## src/rtl/cpu_run_ctrl.sv

```systemverilog
// ---------------------------------------------------------------------------
// cpu_run_ctrl
// Run/halt/single-step sequencer for the single-cycle RISC-V core. Generates
// the core clock enable (gates PC, register-file write and data-memory write),
// halts on a halt request, EBREAK, ECALL or PC breakpoint, and counts retired
// instructions for the debug view.
//
// Parameters
//   HOLD_CYCLES  cycles cpu_en stays low after reset release (1..15)
//
// Configuration macro
//   CPU_RUN_CTRL_BP_EN  defined: PC breakpoint comparator and skip_bp present.
//                       undefined: bp_hit tied 0, bp_addr/bp_en unused.
//
// Ports
//   clk         in   core clock
//   reset       in   asynchronous, active-low reset
//   run_req     in   pulse: resume free-running execution
//   halt_req    in   pulse: stop before the next instruction
//   step_req    in   pulse: execute one instruction, then halt
//   is_ebreak   in   current instruction is EBREAK
//   is_ecall    in   current instruction is ECALL
//   pc          in   [31:0] current PC
//   bp_addr     in   [31:0] breakpoint address (bits [1:0] ignored)
//   bp_en       in   breakpoint enable level
//   clr_cnt     in   synchronous clear of retired
//   cpu_en      out  core clock enable (combinational)
//   halted      out  registered, 1 in HALT
//   state       out  [1:0] HOLD=0 RUN=1 HALT=2 STEP=3
//   halt_cause  out  [2:0] 0 none 1 request 2 ebreak 3 ecall 4 bp 5 step
//   retired     out  [31:0] retired-instruction count
// ---------------------------------------------------------------------------
module cpu_run_ctrl #(
  parameter int unsigned HOLD_CYCLES = 4
) (
  input  logic        clk,
  input  logic        reset,
  input  logic        run_req,
  input  logic        halt_req,
  input  logic        step_req,
  input  logic        is_ebreak,
  input  logic        is_ecall,
  input  logic [31:0] pc,
  input  logic [31:0] bp_addr,
  input  logic        bp_en,
  input  logic        clr_cnt,
  output logic        cpu_en,
  output logic        halted,
  output logic [1:0]  state,
  output logic [2:0]  halt_cause,
  output logic [31:0] retired
);

  typedef enum logic [1:0] {
    ST_HOLD = 2'd0,
    ST_RUN  = 2'd1,
    ST_HALT = 2'd2,
    ST_STEP = 2'd3
  } state_t;

  typedef enum logic [2:0] {
    CAUSE_NONE = 3'd0,
    CAUSE_REQ  = 3'd1,
    CAUSE_EBRK = 3'd2,
    CAUSE_ECAL = 3'd3,
    CAUSE_BP   = 3'd4,
    CAUSE_STEP = 3'd5
  } cause_t;

  localparam logic [3:0] HOLD_INIT = 4'(HOLD_CYCLES - 1);

  state_t      r_state;
  cause_t      r_cause;
  logic [3:0]  r_hold_cnt;
  logic        r_halted;
  logic [31:0] r_retired;

  logic        w_bp_hit;
  logic        w_stop;
  logic        w_cpu_en;
  cause_t      w_stop_cause;

`ifdef CPU_RUN_CTRL_BP_EN
  logic r_skip_bp;
  logic w_unused_lsb;

  // Word-aligned compare; skip_bp masks the hit for the instruction the core
  // is resuming on so a breakpoint does not immediately re-trigger.
  assign w_bp_hit     = bp_en & (pc[31:2] == bp_addr[31:2]) & ~r_skip_bp;
  assign w_unused_lsb = ^{pc[1:0], bp_addr[1:0]};

  // Armed on any exit from HALT, disarmed by the first enabled cycle. A
  // stopped (disabled) first RUN cycle leaves it armed.
  always_ff @(posedge clk or negedge reset) begin
    if (!reset) begin
      r_skip_bp <= 1'b0;
    end else if (r_state == ST_HALT && (run_req || step_req)) begin
      r_skip_bp <= 1'b1;
    end else if (w_cpu_en) begin
      r_skip_bp <= 1'b0;
    end
  end
`else
  logic w_unused_bp;

  assign w_bp_hit    = 1'b0;
  assign w_unused_bp = ^{pc, bp_addr, bp_en};
`endif

  assign w_stop = halt_req | is_ebreak | is_ecall | w_bp_hit;

  always_comb begin
    w_stop_cause = CAUSE_BP;
    if (halt_req)       w_stop_cause = CAUSE_REQ;
    else if (is_ebreak) w_stop_cause = CAUSE_EBRK;
    else if (is_ecall)  w_stop_cause = CAUSE_ECAL;
  end

  // STEP enables unconditionally, even on EBREAK/ECALL.
  always_comb begin
    w_cpu_en = 1'b0;
    case (r_state)
      ST_RUN:  w_cpu_en = ~w_stop;
      ST_STEP: w_cpu_en = 1'b1;
      default: w_cpu_en = 1'b0;
    endcase
  end

  always_ff @(posedge clk or negedge reset) begin
    if (!reset) begin
      r_state    <= ST_HOLD;
      r_hold_cnt <= HOLD_INIT;
      r_halted   <= 1'b0;
      r_cause    <= CAUSE_NONE;
    end else begin
      case (r_state)
        ST_HOLD: begin
          if (r_hold_cnt == 4'd0) begin
            r_state  <= ST_HALT;
            r_halted <= 1'b1;
            r_cause  <= CAUSE_NONE;
          end else begin
            r_hold_cnt <= r_hold_cnt - 4'd1;
          end
        end
        ST_RUN: begin
          if (w_stop) begin
            r_state  <= ST_HALT;
            r_halted <= 1'b1;
            r_cause  <= w_stop_cause;
          end
        end
        ST_HALT: begin
          // halt_req is a no-op here; step wins over run.
          if (step_req) begin
            r_state  <= ST_STEP;
            r_halted <= 1'b0;
          end else if (run_req) begin
            r_state  <= ST_RUN;
            r_halted <= 1'b0;
          end
        end
        ST_STEP: begin
          r_state  <= ST_HALT;
          r_halted <= 1'b1;
          r_cause  <= CAUSE_STEP;
        end
        default: begin
          r_state <= ST_HOLD;
        end
      endcase
    end
  end

  // Clear has priority; an increment in the same cycle is dropped.
  always_ff @(posedge clk or negedge reset) begin
    if (!reset) begin
      r_retired <= '0;
    end else if (clr_cnt) begin
      r_retired <= '0;
    end else if (w_cpu_en) begin
      r_retired <= r_retired + 32'd1;
    end
  end

  assign cpu_en     = w_cpu_en;
  assign halted     = r_halted;
  assign state      = r_state;
  assign halt_cause = r_cause;
  assign retired    = r_retired;

endmodule

```

## config.mk

```make
export PLATFORM = sky130hd
export DESIGN_NAME = cpu_run_ctrl
export DESIGN_NICKNAME = d
export VERILOG_FILES = /design/src/rtl/cpu_run_ctrl.sv
export SDC_FILE = /design/constraint.sdc
export NUM_CORES = 1
export LEC_CHECK = 0
export BUFFER_PORTS_ARGS = -buffer_cell sky130_fd_sc_hd__buf_4
export CAP_MARGIN = 20
export CORE_AREA = 2 2 77 79
export CTS_BUF_LIST = sky130_fd_sc_hd__clkbuf_16
export DETAILED_ROUTE_END_ITERATION = 10
export DIE_AREA = 0 0 79 81
export PLACE_DENSITY = 0.76
export SETUP_SLACK_MARGIN = 0.02
export SLEW_MARGIN = 10
export SYNTH_ARGS = -nofsm -noshare
export SYNTH_HDL_FRONTEND = slang
export SYNTH_SLANG_ARGS = --single-unit
export TNS_END_PERCENT = 20
```

## constraint.sdc

```tcl
create_clock -name clk -period 1.5 [get_ports clk]
set_clock_uncertainty 0.05 [all_clocks]
set_input_delay 0.375 -clock clk [delete_from_list [all_inputs] [get_ports clk]]
set_output_delay 0.375 -clock clk [all_outputs]
set_load 0.005 [all_outputs]
```

==> metrics.cfg <==
[synthesis]
synth_top_family_by_area = simple AND/OR/NAND/NOR gates
yosysSeqAreaShare_pct = 46.0
synthArstFlopShare_pct = 100
synth_nets = 315
synthCells = 239
yosysUniqueCellTypes = 37
synthesis.area_um2 = 2290
synth_compound_area_share_pct = 17.7
synth_edf_count = 0
synthFlopType = dfrtp_1
yosys_warnings = 0
synth_top_area_share_pct = 43.7
synthSimpleGateAreaFrac_pct = 22.7
synth-adder-area-share_pct = 1.64
synth_xor_area_share_pct = 4.21
yosys-top-cells-area = dfrtp_1 44%, o31ai_1 4.6%, or4_1 4.3%
ys_ff_latch = 42
synth_mux_area_share_pct = 2.40
yosys.area.top_type = dfrtp_1
syn_avg_cell_area_um2 = 9.59

[clock_network]
clk_pin_slew_ps = 60
htreeDepth = 2
root_buffer = clkbuf_16
clkSinkCount = 42
cts_tree = yes
ctsHoldBuffers = 0
cts-buffers-inserted = 5
ctsLongestPathBuffers = 2
clock_latency_ps = 280

[global_route]
grt_antenna_before_repair = 0
gr-total-overflow = 0
grt_max_degree = 43
grt_first_pass_wirelength_um = 11500
grt_pass1_vias = 2485
grt_usage_pct = 23.1

[detailed_routing]
ant_nets = 0
first_pass_iters = 4
via_per_inst = 5.66
drt_iter0_drc = 136
drcViolationCount = 0
totalWireLength_um = 7310
avgRoutedWirePerCell_um = 16.9
vias = 2451

[worst_setup_path]
rrSetupSlack_ps = -290
cp_max_fo = 5
r2r_start = retired[6]
endpoint_kind = flip-flop
crit_required_ps = 1650
worstPathArrival_ps = 1940
reg2regPathDepth = 6
crit_path_start_kind = flip-flop
crit_type = flip-flop to flip-flop
reg2reg_to = retired[28]

[timing]
hold_violations = 0
worstMarginPinSlew_ps = 532
fmax_ghz = 0.557
setup_viol = 32
period_needed_ps = 1790
finalCritPeriodShare_pct = 120
rsz0062_at_grt = true
tns_ps = -5040
hold_ws_ps = 27.8
slew_viol_final = 0
fin_ws_ps = -294
relSlewSlack_pct = 64.5

[layout]
final_common_cell = buf_4
finalNetCount = 434
n_antenna_cell = 0
drive_gt1_share_pct = 53.1
area_delta_synth_final_pct = 65.4
post-route-util_pct = 66.8
nFillCells = 452
final_cell_mix = 105 x buf_4, 40 x dfrtp_1, 23 x buf_6

[floorplan]
ios = 112
die_x_um = 79
dieArea_um2 = 6400
fp-row-count = 28
dieHeight_um = 81
core_um2 = 5680
start_util_pct = 40.4

[place]
post-dp-hpwl_um = 4540
gp_congestion = 0.850
io_buffers = 46
pre_cts_slack_ps = -450

[pwr]
pwr_density_cell_nw_per_um2 = 862
power.leakage_nw = 1.70
irDropWorstVdd_mv = 0.735

[outcome]
status = finished with violations
violations = setup timing

[job]
maxCapViolations = 0

[hold_path]
hp-class = primary input to asynchronous set/reset pin

-- kinds of logic after synthesis --
logic type                 Yosys count
muxes                                5
and+or+nand+nor                     92
AOI/OAI and AO/OA                   61
xor gates and xnor gates            11
buffers and inverters               25
DFF                                 42
adders and majority gates            3
-- flip-flops by register name (all words and copies together) (netlist names) --
| name | count |
|---|---|
| state | 2 |
| retired | 32 |
| halted | 1 |
| r_hold_cnt | 4 |
| halt_cause | 3 |
-- critical path: stages (launching register included) --
cell       delay [ps]
dfrtp_1           350
and4_4            250
buf_6             110
buf_12            110
o2111ai_4         160
or4_1             490
a21oi_1           180
-- repair_timing --
item | 4_1_cts | 5_1_grt
resized for setup | 47 | 36
gates cloned | 2 | 0
setup buffers | 6 | 2
setup endpoints to repair | 34 | 38
pin swaps | 20 | 9
-- metrics by stage --
| step | area (um^2) | total power [W] | cells |
|---|---|---|---|
| floorplan | 2330 | 0.00158 | 239 |
| global placement | 3210 | 0.00195 | 416 |
| finish | 3790 | 0.00326 | 433 |
| global route | 3790 | 0.00340 | 433 |
| detailed placement | 3210 | 0.00196 | 416 |
| CTS | 3630 | 0.00322 | 431 |
-- synth_stat cells, drive strengths merged (7+ instances only) --
cell type and number:
nand3 12, nand2 12, a21oi 19, o21ai 12
and3 7, nor2 18, buf 9, dfrtp 40
o31ai 14, xor2 10, or4 13, inv 7
clkbuf 9
-- per-layer routing --
metal  wire (um)  track usage, %  part of all wire [%]
met4         176            8.79                   2.4
met1        2840            26.8                    39
met5           0               0                     0
met3         455            6.00                   6.2
met2        3840            41.0                    52
-- worst max-delay path by stage --
stage / from / to / slack, ps / cells past startpoint
after floorplan: halt_req / retired[31] / -190 / 5
after global placement: halt_req / retired[26] / -370 / 6
after detailed placement: halt_req / retired[29] / -450 / 6
after CTS: retired[0] / retired[30] / -220 / 5
after global routing: retired[5] / retired[28] / -360 / 6
final: retired[6] / retired[28] / -290 / 6
-- layout make-up --
| type | count | area [um^2] | share of cell area [%] |
|---|---|---|---|
| multi-input cells | 173 | 1390 | 36.7 |
| clock inverters | 2 | 33.8 | 0.892 |
| repair buffers | 129 | 1070 | 28.2 |
| well taps | 75 | 93.8 | 2.48 |
| clock buffers | 5 | 125 | 3.30 |
| flip-flops and latches | 42 | 1050 | 27.8 |
| inverters | 7 | 26.3 | 0.694 |
-- report_power, final --
| part | switching, W | internal [W] |
|---|---|---|
| Combinational | 0.000360 | 0.000417 |
| Sequential | 0.0000701 | 0.00122 |
| Clock | 0.000425 | 0.000770 |
No activity file was read; power rests on OpenSTA's default activity.
